===== config.mk =====
export PLATFORM = sky130hd
export DESIGN_NAME = pd_seq
export DESIGN_NICKNAME = d
export VERILOG_FILES = /design/src/rtl/pd_pkg.sv /design/src/rtl/pd_seq.sv
export SDC_FILE = /design/constraint.sdc
export NUM_CORES = 1
export LEC_CHECK = 0
export CORE_MARGIN = 3
export CORE_UTILIZATION = 45
export CTS_BUF_LIST = sky130_fd_sc_hd__clkbuf_2
export CTS_CLUSTER_DIAMETER = 40
export CTS_CLUSTER_SIZE = 28
export DETAILED_ROUTE_END_ITERATION = 10
export PLACE_DENSITY = 0.71
export SETUP_SLACK_MARGIN = 0.4
export SKIP_LAST_GASP = 1
export SYNTH_ARGS = -nofsm -noshare
export SYNTH_HDL_FRONTEND = slang
export SYNTH_SLANG_ARGS = --single-unit
export TNS_END_PERCENT = 100

===== constraint.sdc =====
create_clock -name clk -period 2.6 [get_ports clk]
set_input_delay 0.39 -clock clk [delete_from_list [all_inputs] [get_ports clk]]
set_output_delay 0.39 -clock clk [all_outputs]
set_load 0.005 [all_outputs]

===== src/rtl/pd_pkg.sv =====
// Shared widths, saturation limits, FSM encoding and saturating-sum helper for the PD sequencer.
package pd_pkg;

    localparam int ERR_W  = 16;
    localparam int PT_W   = 10;
    localparam int DT_W   = 12;
    localparam int CTRL_W = 12;
    localparam int SUM_W  = CTRL_W + 1;

    localparam logic signed [CTRL_W-1:0] CTRL_MAX = 12'h7FF;
    localparam logic signed [CTRL_W-1:0] CTRL_MIN = 12'h800;

    typedef enum logic [1:0] {
        IDLE  = 2'd0,
        ISSUE = 2'd1,
        WAIT  = 2'd2,
        SUM   = 2'd3
    } state_t;

    // Sum fits in 13 bits, so overflow is exactly "top two bits disagree".
    function automatic logic signed [CTRL_W-1:0] sat_ctrl(
        input logic signed [PT_W-1:0] p,
        input logic signed [DT_W-1:0] d
    );
        logic signed [SUM_W-1:0] s;
        s = {{(SUM_W-PT_W){p[PT_W-1]}}, p} + {{(SUM_W-DT_W){d[DT_W-1]}}, d};
        if (s[SUM_W-1] != s[SUM_W-2])
            return s[SUM_W-1] ? CTRL_MIN : CTRL_MAX;
        return s[CTRL_W-1:0];
    endfunction

endpackage


===== src/rtl/pd_seq.sv =====
// PD sample sequencer: buffers inertial samples, strobes the PD engine, saturates pterm+dterm.
// Latency: vld -> pd_vld +1 cycle, -> ctrl_rdy +2+PD_LAT cycles (from IDLE).
// No backpressure: a sample landing on a pending one overwrites it and sets overrun. PD_SEQ_RAMP_EN slews the setpoint.
module pd_seq
    import pd_pkg::*;
#(
    parameter int PD_LAT  = 3,
    parameter int TMO_CYC = 1_000_000,
    parameter int SLEW    = 16
) (
    input  logic                     clk,
    input  logic                     rst_n,
    input  logic                     en,
    input  logic                     vld,
    input  logic signed [ERR_W-1:0]  actual,
    input  logic signed [ERR_W-1:0]  desired,
    input  logic signed [PT_W-1:0]   pterm,
    input  logic signed [DT_W-1:0]   dterm,
    output logic                     pd_vld,
    output logic signed [ERR_W-1:0]  pd_actual,
    output logic signed [ERR_W-1:0]  pd_desired,
    output logic signed [CTRL_W-1:0] ctrl_out,
    output logic                     ctrl_rdy,
    output logic                     overrun,
    output logic                     stall
);

    localparam int LAT_W = (PD_LAT > 1) ? $clog2(PD_LAT) : 1;
    localparam int TMO_W = $clog2(TMO_CYC + 1);
    localparam logic [LAT_W-1:0] LAT_LAST = LAT_W'(PD_LAT - 1);
    localparam logic [TMO_W-1:0] TMO_LAST = TMO_W'(TMO_CYC - 1);

    state_t                   state;
    logic                     pending;
    logic signed [ERR_W-1:0]  buf_actual;
    logic signed [ERR_W-1:0]  buf_desired;
    logic [LAT_W-1:0]         lat_cnt;
    logic [TMO_W-1:0]         tmo_cnt;
    logic                     en_q;

    // A sample arriving in IDLE is issued straight away, bypassing the buffer.
    logic signed [ERR_W-1:0]  src_actual;
    logic signed [ERR_W-1:0]  src_desired;
    logic signed [ERR_W-1:0]  next_desired;

    assign src_actual  = vld ? actual  : buf_actual;
    assign src_desired = vld ? desired : buf_desired;

`ifdef PD_SEQ_RAMP_EN
    localparam logic signed [ERR_W:0] SLEW_S = (ERR_W+1)'(SLEW);
    logic signed [ERR_W:0] step_diff;

    assign step_diff = {src_desired[ERR_W-1], src_desired} - {pd_desired[ERR_W-1], pd_desired};

    always_comb begin
        next_desired = src_desired;
        if (step_diff > SLEW_S)
            next_desired = pd_desired + SLEW_S[ERR_W-1:0];
        else if (step_diff < -SLEW_S)
            next_desired = pd_desired - SLEW_S[ERR_W-1:0];
    end
`else
    logic unused_slew;
    assign unused_slew  = (SLEW != 0);
    assign next_desired = src_desired;
`endif

    always_ff @(posedge clk or negedge rst_n) begin
        if (!rst_n) begin
            state       <= IDLE;
            pending     <= 1'b0;
            buf_actual  <= '0;
            buf_desired <= '0;
            lat_cnt     <= '0;
            tmo_cnt     <= '0;
            en_q        <= 1'b0;
            pd_vld      <= 1'b0;
            pd_actual   <= '0;
            pd_desired  <= '0;
            ctrl_out    <= '0;
            ctrl_rdy    <= 1'b0;
            overrun     <= 1'b0;
            stall       <= 1'b0;
        end else begin
            pd_vld   <= 1'b0;
            ctrl_rdy <= 1'b0;
            en_q     <= en;

            if (en && !en_q) begin
                overrun <= 1'b0;
                stall   <= 1'b0;
            end

            if (vld) begin
                buf_actual  <= actual;
                buf_desired <= desired;
                pending     <= 1'b1;
                if (pending)
                    overrun <= 1'b1;
            end

            if (!en || vld)
                tmo_cnt <= '0;
            else if (tmo_cnt == TMO_LAST)
                stall <= 1'b1;
            else
                tmo_cnt <= tmo_cnt + 1'b1;

            case (state)
                IDLE: begin
                    if (en && (pending || vld)) begin
                        state      <= ISSUE;
                        pd_vld     <= 1'b1;
                        pd_actual  <= src_actual;
                        pd_desired <= next_desired;
                        pending    <= 1'b0;
                    end
                end
                ISSUE: begin
                    state   <= WAIT;
                    lat_cnt <= '0;
                end
                WAIT: begin
                    if (lat_cnt == LAT_LAST) begin
                        state    <= SUM;
                        ctrl_out <= sat_ctrl(pterm, dterm);
                        ctrl_rdy <= 1'b1;
                    end else begin
                        lat_cnt <= lat_cnt + 1'b1;
                    end
                end
                SUM:     state <= IDLE;
                default: state <= IDLE;
            endcase
        end
    end

endmodule


==> results of run 1 <==
worst min-delay path by stage:
stage | start | endpoint | slack, ns | cells past startpoint
2_1_floorplan | rst_n | buf_actual[0]$_DFF_PN0_ | 0.09 | 0
3_3_place_gp | rst_n | buf_desired[3]$_DFF_PN0_ | 0.42 | 1
3_5_place_dp | rst_n | buf_desired[4]$_DFF_PN0_ | 0.42 | 1
4_1_cts | rst_n | buf_desired[14]$_DFF_PN0_ | 0.24 | 2
5_1_grt | rst_n | pd_desired[14]$_DFFE_PN0P_ | 0.25 | 2
6_report | rst_n | buf_desired[8]$_DFF_PN0_ | 0.29 | 2
power by group through the flow:
stage	clock network (W)	registers (W)	logic [W]
after floorplan	0	0.00236	0.000846
after global placement	0	0.00235	0.00195
after detailed placement	0	0.00236	0.00199
after CTS	0.000898	0.00234	0.00200
after global routing	0.000954	0.00239	0.00215
final	0.000860	0.00233	0.00197
per-layer routing:
| layer | vias to the layer above | share of wire [%] | GRT usage, % |
|---|---|---|---|
| li1 | 1781 | - | - |
| met1 | 1833 | 43 | 21.3 |
| met2 | 80 | 52 | 32.3 |
| met3 | 8 | 3.7 | 3.82 |
| met4 | 0 | 1.1 | 5.25 |
| met5 | - | 0 | 0 |
cells by family (layout without fill, tap and decap cells):
| family | Yosys count | after routing | synth area share [%] |
|---|---|---|---|
| compound gates | 72 | 72 | 9.15 |
| xor+xnor | 22 | 22 | 3.90 |
| fa+ha+maj | 18 | 18 | 4.71 |
| buf+inv | 30 | 171 | 2.46 |
| flops | 106 | 106 | 53.7 |
| mux | 64 | 64 | 14.6 |
| simple gates | 110 | 110 | 11.5 |
registers in the layout, indices dropped and copies added, names as in the netlist:
register / cells
ctrl_out: 12
ctrl_rdy: 1
lat_cnt: 2
buf_desired: 16
en_q: 1
state: 2
pd_desired: 16
pd_vld: 1
tmo_cnt: 20
stall: 1
pending: 1
overrun: 1
pd_actual: 16
buf_actual: 16
cell type report:
cell class	instances	area share, %
clock inverter	7	1.51
tap	136	2.59
clock buffer	9	0.686
sequential	106	40.4
inverter	14	0.800
multi-input combinational	286	33.4
timing repair buffer	141	20.6
metrics by stage:
step           utilization, %  std cells  hold slack (ns)  worst slack, ns
6_report                 62.5        699            0.286            0.431
5_1_grt                  62.5        699            0.246            0.330
2_1_floorplan               -        422           0.0944            0.402
3_3_place_gp             60.6        679            0.417          -0.0535
4_1_cts                  62.3        698            0.240            0.444
3_5_place_dp             60.6        679            0.416           -0.130
placed cells by master (no fill, tap or decap), drive strengths merged, types with 4 or more instances in the layout:
master / instances
dfrtp: 106
clkdlybuf4s50: 103
mux2: 64
buf: 37
nor2: 27
nand2: 26
a21oi: 22
xnor2: 17
ha: 17
inv: 17
o21ai: 17
nand3: 11
nor3: 10
clkbuf: 9
nand4: 8
a21o: 6
o211ai: 5
xor2: 5
a211oi: 4
nor2b: 4
nor4: 4
or3: 4
nand2b: 4
critical path, delay by kind of cell (launching register included):
family	cells	cell delay, ns
buffers and inverters	1	0.15
and+or+nand+nor	5	1.31
DFF	1	0.49
xor gates and xnor gates	1	0.15
what timing repair did:
item	in CTS	in global routing
hold endpoints to repair	41	0
gates resized for setup	2	5
setup endpoints to repair	10	14
hold buffers	1	0
pin swaps	2	0
buffers inserted	2	1
==> results.sh, run 1 <==
export IMPL_outcome="complete, no violations"
export IMPL_clkSlewWorstSetupHoldPaths_ns=0.30
export IMPL_grt_max_degree=44
export IMPL_rsz0062_at_grt="yes"
export IMPL_synth_edf_count=0
export IMPL_worstMarginPinSlew_ns=0.554
export IMPL_rrSetupSlack_ns=0.43
export IMPL_yosysTopAreaCell="dfrtp_1"
export IMPL_ir_drop_v=0.000436
export IMPL_dieArea_um2=12300
export IMPL_internal_power_w=0.00360
export IMPL_nNetsFinal=634
export IMPL_fin_skew_ns=0.0425
export IMPL_yosysSeqAreaShare_pct=53.7
export IMPL_fp_dieW_um=111
export IMPL_synth_cell_area_um2=4940
export IMPL_grt_first_pass_wirelength_um=18100
export IMPL_ios=106
export IMPL_slowest_stage="or4_4"
export IMPL_combPwrFrac_pct=38.2
export IMPL_path_common_cell="or4_4"
export IMPL_slew_headroom_pct=63.0
export IMPL_r2r_start="tmo_cnt[12]$_DFFE_PN0P_"
export IMPL_clock_fmax_mhz=461
export IMPL_fillers=870
export IMPL_synth_fp_nets=498
export IMPL_min_period_ns=2.17
export IMPL_required_ns=3.10
export IMPL_placed_area_um2=6370
export IMPL_avgViaCountPerCell=5.30
export IMPL_r2r_end="tmo_cnt[6]$_DFFE_PN0P_"
export IMPL_finalSetupViolCount=0
export IMPL_yosys_warnings=0
export IMPL_area_growth_pct=33.0
export IMPL_portBuffers=105
export IMPL_start_util_pct=47.0
export IMPL_drive_gt1_share_pct=22.7
export IMPL_synthTopCellsByArea="dfrtp_1 54%, mux2_2 15%, ha_1 4.3%, xnor2_1 3.0%, a21oi_1 2.2%"
export IMPL_drv_cap=0
export IMPL_synth_seq_cells=106
export IMPL_sw_frac_of_total_pct=30.3
export IMPL_ys_flop_type="dfrtp_1"
export IMPL_p_clk_share_pct=16.7
export IMPL_seq_area_um2=2650
export IMPL_postRouteAntennaNets=0
export IMPL_fin_total_pwr_w=0.00516
export IMPL_drc=0
export IMPL_path_cells="or4_4 > or4_4 > nor3_4 > buf_6 > or3b_2 > xor2_1 > nor2_1"
export IMPL_htree_levels=3
export IMPL_diodes=0
export IMPL_synthTopCellsByCount="106 x dfrtp_1, 64 x mux2_2, 27 x nor2_1"
export IMPL_synth_top_area_share_pct=53.7
export IMPL_tns_ns=0
export IMPL_async_flop_share_pct=100
export IMPL_cellLeakagePower_nw=2.82
export IMPL_grt_pass1_vias=3862
export IMPL_cp_endpoint="tmo_cnt[6]$_DFFE_PN0P_"
export IMPL_crit_path_max_fanout=6
export IMPL_dp_hpwl_um=7830
export IMPL_worst_endpoint_arrival_ns=2.66
export IMPL_vias=3702
export IMPL_cts_sinks=106
export IMPL_synth_cell_type_count=45
export IMPL_synth_cells=422
export IMPL_die_h_um=111
export IMPL_seq_power_share_pct=45.1
export IMPL_slew_viol_final=0
export IMPL_overflow=0
export IMPL_gp_congestion=0.857
export IMPL_cpPeakStageDelay_ns=0.54
export IMPL_cts_root_buf="clkbuf_2"
export IMPL_routedWlPerCell_um=15.2
export IMPL_drt_first_pass_iters=4
export IMPL_setup_worst_path_start="tmo_cnt[12]$_DFFE_PN0P_"
export IMPL_switching_power_w=0.00156
export IMPL_antenna_found_initial=0
export IMPL_wirelength_um=10600
export IMPL_cts_tree="yes"
export IMPL_clock_latency_ns=0.59
export IMPL_multiInputGateArea_um2=2190
export IMPL_hp_class="input pin to async pin"
export IMPL_ctsLongestPathBuffers=2
export IMPL_power_density_nw_per_um2=786
export IMPL_critPathLaunchType="register"
export IMPL_yosysMostFrequentCell="dfrtp_1"
export IMPL_numCtsBuffers=9
export IMPL_final_period_utilization_pct=83.4
export IMPL_core_area_um2=10500
export IMPL_grt_util_all_layers_pct=17.8
export IMPL_ff2ff_path_depth=7
export IMPL_synth_avg_cell_area_um2=11.7
export IMPL_final_hold_viol_count=0
export IMPL_crit_path_end_kind="register"
export IMPL_drt_iter0_markers=125
export IMPL_worst_setup_path_type="register to register"
export IMPL_num_rows=37
export IMPL_final_area_um2=6570
No activity file was read; power rests on OpenSTA's default activity.
==> run 2: changes to the inputs <==
==> constraint.sdc (replaced) <==
create_clock -name clk -period 2.05 [get_ports clk]
set_input_delay 0.3075 -clock clk [delete_from_list [all_inputs] [get_ports clk]]
set_output_delay 0.3075 -clock clk [all_outputs]
set_load 0.005 [all_outputs]
==> results.sh, run 2 (same netlist as run 1, synthesis figures left out) <==
export IMPL_outcome="complete, but fails checks"
export IMPL_violations="negative setup slack"
export IMPL_grt_pass1_vias=4169
export IMPL_path_cells="or4_1 > or4_4 > nor3_4 > buf_12 > or3b_2 > xor2_1 > nor2_1"
export IMPL_overflow=0
export IMPL_ios=106
export IMPL_top_register="tmo_cnt"
export IMPL_vias=3978
export IMPL_worstMarginPinSlew_ns=0.439
export IMPL_antenna_found_initial=1
export IMPL_nNetsFinal=699
export IMPL_final_core_util_pct=71.2
export IMPL_internal_power_w=0.00488
export IMPL_seq_power_share_pct=41.7
export IMPL_seq_area_um2=2650
export IMPL_cpPeakStageDelay_ns=0.53
export IMPL_crit_path_end_kind="register"
export IMPL_dp_hpwl_um=8660
export IMPL_switching_power_w=0.00226
export IMPL_r2r_start="tmo_cnt[12]$_DFFE_PN0P_"
export IMPL_num_rows=37
export IMPL_ir_drop_v=0.000540
export IMPL_slew_viol_final=0
export IMPL_fin_skew_ns=0.0426
export IMPL_gp_congestion=0.811
export IMPL_worst_endpoint_arrival_ns=2.66
export IMPL_grt_util_all_layers_pct=20.2
export IMPL_finalSetupViolCount=14
export IMPL_clkSlewWorstSetupHoldPaths_ns=0.31
export IMPL_clock_latency_ns=0.57
export IMPL_area_growth_pct=51.5
export IMPL_fin_total_pwr_w=0.00714
export IMPL_power_density_nw_per_um2=954
export IMPL_r2r_end="tmo_cnt[6]$_DFFE_PN0P_"
export IMPL_grt_max_degree=50
export IMPL_ff2ff_path_depth=7
export IMPL_avgViaCountPerCell=5.20
export IMPL_drv_cap=0
export IMPL_slowest_stage="or4_1"
export IMPL_drive_gt1_share_pct=40.8
export IMPL_numCtsBuffers=9
export IMPL_placed_area_um2=6790
export IMPL_dieArea_um2=12300
export IMPL_holdWs_ns=0.149
export IMPL_htree_levels=3
export IMPL_sw_frac_of_total_pct=31.7
export IMPL_critPathLaunchType="register"
export IMPL_postRouteAntennaNets=0
export IMPL_fillers=760
export IMPL_rsz0062_at_grt="yes"
export IMPL_wirelength_um=12700
export IMPL_largest_reg_flops=20
export IMPL_final_hold_viol_count=0
export IMPL_routedWlPerCell_um=16.6
export IMPL_core_area_um2=10500
export IMPL_cts_tree="yes"
export IMPL_layout_common_cells="106 x dfrtp_1, 86 x buf_4, 38 x mux2_2"
export IMPL_final_period_utilization_pct=107
export IMPL_die_h_um=111
export IMPL_p_clk_share_pct=14.6
export IMPL_clock_fmax_mhz=454
export IMPL_finalWorstSetupSlack_ns=-0.153
export IMPL_combPwrFrac_pct=43.7
export IMPL_portBuffers=105
export IMPL_rrSetupSlack_ns=-0.15
export IMPL_cellLeakagePower_nw=3.39
export IMPL_fp_dieW_um=111
export IMPL_crit_path_max_fanout=9
export IMPL_min_period_ns=2.20
export IMPL_drc=0
export IMPL_slew_headroom_pct=70.6
export IMPL_grt_first_pass_wirelength_um=20300
export IMPL_required_ns=2.51
export IMPL_drt_iter0_markers=115
export IMPL_multiInputGateArea_um2=2650
export IMPL_hp_class="input pin to async pin"
export IMPL_final_area_um2=7480
export IMPL_final_common_cell="dfrtp_1"
export IMPL_cts_sinks=106
export IMPL_start_util_pct=47.0
export IMPL_worst_setup_path_type="register to register"
export IMPL_drt_first_pass_iters=4
export IMPL_cts_root_buf="clkbuf_2"
export IMPL_ctsLongestPathBuffers=2
[run 2: changes by cell type in the layout (fill, tap and decap cells not counted), sizes merged]
cell           before  now
clkinvlp            1    0
clkinv              2    3
diode               0    1
buf                37  103
clkdlybuf4s15       0   26
dlygate4sd2         0   26
clkbuf              9   25
clkdlybuf4s50     103   34
[run 2: worst max-delay path: cells and delay by family (launching register included)]
kind / cells / cell delay [ns]
xor+xnor: 1 / 0.15
buf+inv: 1 / 0.16
flops: 1 / 0.47
simple gates: 5 / 1.33
[run 2: power by group through the flow]
| stage | clock (W) | combinational (W) | sequential [W] |
|---|---|---|---|
| floorplan | 0 | 0.00117 | 0.00299 |
| global placement | 0 | 0.00263 | 0.00299 |
| detailed placement | 0 | 0.00270 | 0.00301 |
| CTS | 0.00108 | 0.00262 | 0.00294 |
| global route | 0.00118 | 0.00336 | 0.00305 |
| finish | 0.00104 | 0.00312 | 0.00297 |
[run 2: through the flow]
stage	instances	TNS, ns	setup slack [ns]
5_1_grt	765	-2.80	-0.261
3_3_place_gp	702	-6.24	-0.452
2_1_floorplan	422	-0.113	-0.0314
3_5_place_dp	702	-7.53	-0.543
6_report	765	-1.54	-0.153
4_1_cts	744	-1.54	-0.159
[run 2: layout make-up]
cell class                      instances  area share (%)
Antenna cell                            1          0.0335
Clock inverter                          7            1.15
Sequential cell                       106            35.5
Tap cell                              136            2.27
Inverter                               14           0.702
Clock buffer                            9           0.602
Multi-Input combinational cell        286            35.4
Timing Repair Buffer                  206            24.4
[run 2: worst max path at each step]
stage          slack [ns]                 endpoint  cells after the start                     from
2_1_floorplan       -0.03  tmo_cnt[17]$_DFFE_PN0P_                      7  tmo_cnt[11]$_DFFE_PN0P_
3_3_place_gp        -0.45  ctrl_out[3]$_DFFE_PN0P_                     11                 pterm[0]
3_5_place_dp        -0.54  ctrl_out[5]$_DFFE_PN0P_                     11                 pterm[0]
4_1_cts             -0.16   tmo_cnt[4]$_DFFE_PN0P_                      7  tmo_cnt[12]$_DFFE_PN0P_
5_1_grt             -0.26   tmo_cnt[4]$_DFFE_PN0P_                      7  tmo_cnt[12]$_DFFE_PN0P_
6_report            -0.15   tmo_cnt[6]$_DFFE_PN0P_                      7  tmo_cnt[12]$_DFFE_PN0P_
[run 2: repair_timing]
action | CTS | global route
pin swaps | 20 | 19
hold buffers | 1 | 0
endpoints found under the hold margin | 87 | 0
buffers inserted | 23 | 19
setup endpoints to repair | 111 | 99
cloned | 2 | 1
resized for setup | 100 | 103
[run 2: per-layer routing]
metal	GRT usage (%)	wire length, um	vias to the layer above
met5	0	0	-
met4	5.58	162	0
met3	3.71	331	11
met2	35.8	6550	61
met1	25.1	5660	1995
li1	-	-	1911
==> run 3: changes to the inputs <==
--- a/config.mk
+++ b/config.mk
@@ -5,6 +5,7 @@
 export SDC_FILE = /design/constraint.sdc
 export NUM_CORES = 1
 export LEC_CHECK = 0
+export CAP_MARGIN = 20
 export CORE_MARGIN = 3
 export CORE_UTILIZATION = 45
 export CTS_BUF_LIST = sky130_fd_sc_hd__clkbuf_2
==> results of run 3 <==
The final DEF is identical to that of run 2; final timing and power are the same.
